==> config.mk <==
export PLATFORM = sky130hd
export DESIGN_NAME = sync_fifo_flex
export DESIGN_NICKNAME = d
export VERILOG_FILES = /design/src/rtl/sync_fifo_memory.sv /design/src/rtl/sync_fifo_flex.sv
export SDC_FILE = /design/constraint.sdc
export NUM_CORES = 2
export LEC_CHECK = 0
export CORE_MARGIN = 2
export CORE_UTILIZATION = 58
export DETAILED_ROUTE_END_ITERATION = 10
export GPL_TIMING_DRIVEN = 0
export PLACE_DENSITY = 0.74
export RECOVER_POWER = 100
export REMOVE_ABC_BUFFERS = 1
export SYNTH_ARGS = -nofsm -noshare
export SYNTH_HDL_FRONTEND = slang
export SYNTH_SLANG_ARGS = --single-unit
export TNS_END_PERCENT = 10
==> constraint.sdc <==
create_clock -name clk -period 7.19 [get_ports clk]
set_input_delay 1.438 -clock clk [delete_from_list [all_inputs] [get_ports clk]]
set_output_delay 1.438 -clock clk [all_outputs]
set_load 0.05 [all_outputs]
==> src/rtl/sync_fifo_memory.sv <==
`default_nettype none
// ============================================================================
// Module   : sync_fifo_memory
// Purpose  : Storage array for sync_fifo_flex with one write port and one read port.
//            The read port is registered when fwft is 0 and combinational when fwft is 1.
// Revision : 1.0
// ============================================================================
module sync_fifo_memory #(
   parameter int DATA_SIZE = 8,
   parameter int ADDR_SIZE = 8,
   parameter int FWFT      = 0
) (
   input  logic                 clk,
   input  logic                 reset_n,
   input  logic                 wr_en,
   input  logic [ADDR_SIZE-1:0] wr_addr,
   input  logic [DATA_SIZE-1:0] wr_data,
   input  logic                 rd_en,
   input  logic [ADDR_SIZE-1:0] rd_addr,
   output logic [DATA_SIZE-1:0] rd_data
);

   localparam int C_WORDS = 1 << ADDR_SIZE;

   logic [DATA_SIZE-1:0] r_mem [0:C_WORDS-1];

   // The array has no reset so that it can map onto RAM primitives.
   always_ff @(posedge clk) begin
      if (wr_en) begin
         r_mem[wr_addr] <= wr_data;
      end
   end

   generate
      if (FWFT != 0) begin : g_comb_read
         assign rd_data = r_mem[rd_addr];
      end else begin : g_reg_read
         logic [DATA_SIZE-1:0] r_rd_data;

         always_ff @(posedge clk or negedge reset_n) begin
            if (!reset_n) begin
               r_rd_data <= '0;
            end else if (rd_en) begin
               r_rd_data <= r_mem[rd_addr];
            end
         end

         assign rd_data = r_rd_data;
      end
   endgenerate

endmodule
`default_nettype wire

==> src/rtl/sync_fifo_flex.sv <==
`default_nettype none
// ============================================================================
// Module   : sync_fifo_flex
// Purpose  : Single-clock FIFO with full, empty and threshold flags, sticky
//            error flags, synchronous clear, and a registered or FWFT read port.
// Revision : 1.0
// ============================================================================
module sync_fifo_flex #(
   parameter int fifo_data_size     = 8,
   parameter int fifo_ptr_size      = 8,
   parameter int almost_full_space  = 10,
   parameter int almost_empty_space = 2,
   parameter int fwft               = 0
) (
   input  logic                      clk,
   input  logic                      reset_n,
   input  logic                      wr_valid,
   input  logic [fifo_data_size-1:0] wr_data,
   input  logic                      rd_valid,
   input  logic                      clear,
   output logic [fifo_data_size-1:0] rd_data,
   output logic                      rd_data_valid,
   output logic                      fifo_full,
   output logic                      fifo_empty,
   output logic                      fifo_almost_full,
   output logic                      fifo_almost_empty,
   output logic [fifo_ptr_size:0]    fifo_depth,
   output logic                      overflow,
   output logic                      underflow
);

   localparam int fifo_size = 1 << fifo_ptr_size;
   localparam logic [fifo_ptr_size:0] C_SIZE     = (fifo_ptr_size+1)'(fifo_size);
   localparam logic [fifo_ptr_size:0] C_AF_SPACE = (fifo_ptr_size+1)'(almost_full_space);
   localparam logic [fifo_ptr_size:0] C_AE_SPACE = (fifo_ptr_size+1)'(almost_empty_space);

   generate
      if (almost_full_space >= fifo_size || almost_empty_space >= fifo_size) begin : g_bad_params
         $error("sync_fifo_flex: almost_full_space and almost_empty_space must be below fifo_size");
      end
   endgenerate

   logic [fifo_ptr_size:0]    r_wr_ptr;
   logic [fifo_ptr_size:0]    r_rd_ptr;
   logic                      r_overflow;
   logic                      r_underflow;
   logic                      w_wr_accept;
   logic                      w_rd_accept;
   logic [fifo_data_size-1:0] w_mem_rd_data;

   // The extra pointer MSB makes full and empty distinct once the pointers wrap.
   assign fifo_depth        = r_wr_ptr - r_rd_ptr;
   assign fifo_empty        = (fifo_depth == '0);
   assign fifo_full         = (fifo_depth == C_SIZE);
   assign fifo_almost_full  = ((C_SIZE - fifo_depth) <= C_AF_SPACE);
   assign fifo_almost_empty = (fifo_depth <= C_AE_SPACE);

   assign w_wr_accept = wr_valid && !fifo_full  && !clear;
   assign w_rd_accept = rd_valid && !fifo_empty && !clear;

   always_ff @(posedge clk or negedge reset_n) begin
      if (!reset_n) begin
         r_wr_ptr    <= '0;
         r_rd_ptr    <= '0;
         r_overflow  <= 1'b0;
         r_underflow <= 1'b0;
      end else if (clear) begin
         r_wr_ptr    <= '0;
         r_rd_ptr    <= '0;
         r_overflow  <= 1'b0;
         r_underflow <= 1'b0;
      end else begin
         if (w_wr_accept) r_wr_ptr <= r_wr_ptr + 1'b1;
         if (w_rd_accept) r_rd_ptr <= r_rd_ptr + 1'b1;
         if (wr_valid && fifo_full)  r_overflow  <= 1'b1;
         if (rd_valid && fifo_empty) r_underflow <= 1'b1;
      end
   end

   assign overflow  = r_overflow;
   assign underflow = r_underflow;

   sync_fifo_memory #(
      .DATA_SIZE (fifo_data_size),
      .ADDR_SIZE (fifo_ptr_size),
      .FWFT      (fwft)
   ) u_mem (
      .clk     (clk),
      .reset_n (reset_n),
      .wr_en   (w_wr_accept),
      .wr_addr (r_wr_ptr[fifo_ptr_size-1:0]),
      .wr_data (wr_data),
      .rd_en   (w_rd_accept),
      .rd_addr (r_rd_ptr[fifo_ptr_size-1:0]),
      .rd_data (w_mem_rd_data)
   );

   generate
      if (fwft != 0) begin : g_fwft_out
         // Masking on empty keeps the unreset array contents off rd_data.
         assign rd_data       = fifo_empty ? '0 : w_mem_rd_data;
         assign rd_data_valid = !fifo_empty;
      end else begin : g_reg_out
         logic r_rd_data_valid;

         always_ff @(posedge clk or negedge reset_n) begin
            if (!reset_n) begin
               r_rd_data_valid <= 1'b0;
            end else begin
               r_rd_data_valid <= w_rd_accept;
            end
         end

         assign rd_data       = w_mem_rd_data;
         assign rd_data_valid = r_rd_data_valid;
      end
   endgenerate

endmodule
`default_nettype wire

==> summary.md <==
| Metric | Value |
|---|---|
| Pwr Total | `0.0260 W` |
| CP top delay family | `simple AND/OR/NAND/NOR gates` |
| Share of the synthesized area in the top cell type | `0.756` |
| Final setup vio count | `0` |
| Root buf cell | `clkbuf_16` |
| VDD IR-drop max | `0.000236 V` |
| Outcome | `finished with violations` |
| CTS tree | `done` |
| Antenna violations before repair | `7` |
| Ys Warns | `0` |
| Synth area leaders | `edfxtp_1, mux4_2, mux2i_1, nor2_1, dfrtp_1` |
| CP cell instances | `buf_16, buf_16, buf_16, ha_1, fa_1, nor2b_1, o21a_1, o21a_1, nor4_1, nor3_4, or3_1, nor4_1, and2_1, ha_1, nand2_1, a211oi_2, clkdlybuf4s15_2` |
| Clock buffer depth | `3` |
| Post-synthesis xor/xnor area fraction | `0.00237` |
| Depth of the worst register-to-register path | `15` |
| Hold/Removal Path Class | `flip-flop to flip-flop` |
| Tmin final | `7010 ps` |
| Io pins | `37` |
| Skew-Pair Late Insertion Delay | `830 ps` |
| Setup Skew | `22.3 ps` |
| Max Clk Rate | `143 MHz` |
| Crit Path Category | `flip-flop to output pin` |
| Synth Cell Area | `81400 um^2` |
| H-tree level count | `4` |
| Layout area overhead | `10.9%` |
| Main combinational cell family by area after synthesis | `multiplexers` |
| # clock sinks | `2077` |
| Wire per inst | `31.7 um` |
| Setup TNS | `0 ps` |
| Share of layout cells above drive strength 1 | `0.205` |
| Die area | `143000 um^2` |
| First-pass GRT wire length | `275 mm` |
| Vias | `40100` |
| Slew @ Worst Pin | `6760 ps` |
| Failing checks | `max-capacitance violations, max-slew violations` |
| Crit path DAT | `5570 ps` |
| R2r startpoint | `r_rd_ptr[4]` |
| Crit share post-route | `0.975` |
| Synth unique cells | `53` |
| WP depth | `17` |
| Post-Synth Adder-Cell Area | `0.00317` |
| Multiplexer area fraction after synthesis | `0.161` |
| Drt via density | `6.68` |
| TritonRoute pass-1 iters | `8` |
| CP startpoint kind | `flip-flop` |
| Port Buffers | `36` |
| # hold bufs at CTS | `0` |
| Worst setup path startpoint | `r_rd_ptr[0]` |
| DR iter-0 viols | `5631` |
| Synth Flop Type | `edfxtp_1` |
| TritonCTS Buffers | `193` |
| Rel. slew slack | `-3.51` |
| Fin. Hold Viols | `0` |
| Buf/Inv on CP | `4` |
| Layout Utilization | `0.648` |
| Hold slack | `491 ps` |
| Yosys reg bits | `2077` |
| Core region area | `139000 um^2` |
| Site row count | `137` |
| Cells after synthesis | `3903` |
| Fin. max-slew vios | `1441` |
| Complex-gate fraction of the synthesized area | `0.0220` |
| Pwr dens | `288 nW/um^2` |
| Crit path capture | `fifo_almost_full` |
| Worst-path clk slew | `60 ps` |
| Post-synth EDFFs | `2048` |
| Crit Reg-Reg Endpoint | `u_mem.r_mem[93][0]` |
| Async set or reset register ratio after synthesis | `0.0140` |
| Simple-Gate Fraction of Synth Area | `0.0313` |
| Nets | `4004` |
| Worst path required time | `5750 ps` |
| Worst setup EP type | `output pin` |
| Most frequent CP cell | `buf_16` |
| Most frequent cells in the layout | `edfxtp_1, mux4_2, nor2_1` |
| # DRC | `0` |
| Max-cap violations | `13` |
| Final GP Congestion | `0.845` |
| Initial Util | `0.584` |
| CP Max Fanout | `48` |
| Sequential share of the synthesized area | `0.765` |
| Syn avg cell area | `20.8 um^2` |
| Post-route cell area | `90300 um^2` |
| DRT antenna net count | `0` |
| Area leader, netlist | `edfxtp_1` |
| Critical Path Max Stage Delay | `440 ps` |
| Gr ovfl total | `0` |
| Largest net degree at the start of global routing | `161` |
| Post-DP HPWL | `109 mm` |
| Area after DPL | `84400 um^2` |
| Leakage | `27.4 nW` |
| Overall global routing resource usage | `0.269` |
| Commonest non-fill, non-tap cell in the layout | `edfxtp_1` |
| Setup slack, reg-to-reg | `190 ps` |
| Vias in the first global route | `39300` |
| Die width | `379 um` |
| Routed Wire Length | `190 mm` |
| Worst-path cell with the longest stage delay | `dfrtp_4` |
| Die Y | `379 um` |
==> metrics by stage <==
stage	setup WS, ps	cells
after floorplan	-18240	3680
after global placement	-33260	5592
after detailed placement	-1200	5649
after CTS	14.1	6012
after global routing	-50.9	6012
final	181	6013
==> synthesized netlist by cell type (20+ instances only) <==
library cell  number
mux4_2           500
nor2_1           321
dfrtp_1           29
buf_2             50
edfxtp_1        2048
nand3_1           76
clkbuf_1         106
nand2_1          143
o221ai_1          33
buf_4             28
o21ai_0           25
o22ai_1           34
a21oi_1           41
buf_6             20
mux2i_1          182
a22oi_1           39
==> how the worst min path moves through the flow <==
stage / start / cells after the start / to / slack (ps)
floorplan: r_wr_ptr[8] / 2 / r_wr_ptr[8] / 530
global placement: overflow / 2 / overflow / 480
detailed placement: underflow / 2 / underflow / 490
CTS: underflow / 2 / underflow / 500
global route: underflow / 2 / underflow / 530
finish: underflow / 2 / underflow / 490
==> worst register-to-register path: stages, from the launching register on <==
cell      delay, ps
dfrtp_2        1030
clkinv_4        590
ha_1            560
o211ai_1        100
and3b_1         190
a21oi_1         180
xor2_1          530
nor4_1          180
and2_1          220
ha_1            340
nor2b_1         470
nor2b_1         280
and2_1          300
nand3_2         590
buf_16          420
nor2_1          630
==> what timing repair did <==
action | CTS | global route
cloned | 0 | 0
buffers inserted | 3 | 0
gates resized for setup | 11 | 7
endpoints found under the setup margin | 2061 | 138
==> layout make-up <==
type,instances,area (um^2)
Sequential cell,2077,62200
Multi-Input combinational cell,1588,18000
Timing Repair Buffer,96,1690
Clock inverter,106,777
Antenna cell,1,2.50
Clock buffer,254,5140
Inverter,15,76.3
Fill cell,8871,49100
Tap cell,1876,2350
==> per-layer routing <==
metal  wire [um]  GRT usage  share of wire
met5          48          0        0.00025
met4        6920     0.0975          0.036
met3       19600     0.0559           0.10
met2       90600      0.410           0.48
met1       73300      0.392           0.38
==> state kept, by name (all words and copies together), names as in the netlist <==
signal and count:
overflow 1, u_mem.rd_data 8, r_rd_ptr 9, rd_data_valid 1, u_mem.r_mem 2048, underflow 1
r_wr_ptr 9
==> power breakdown <==
group	total (W)	internal (W)	switching (W)
Clock	0.00967	0.00536	0.00432
Combinational	0.00295	0.00133	0.00162
Sequential	0.0134	0.0134	0.0000562
Total	0.0260	0.0200	0.00600
==> cell families after synthesis <==
group	Yosys count
buffers and inverters	238
adders and majority gates	20
and+or+nand+nor	610
AOI/OAI and AO/OA	252
muxes	684
DFF	2077
xor gates and xnor gates	22
(Power assumes the default switching activity.)
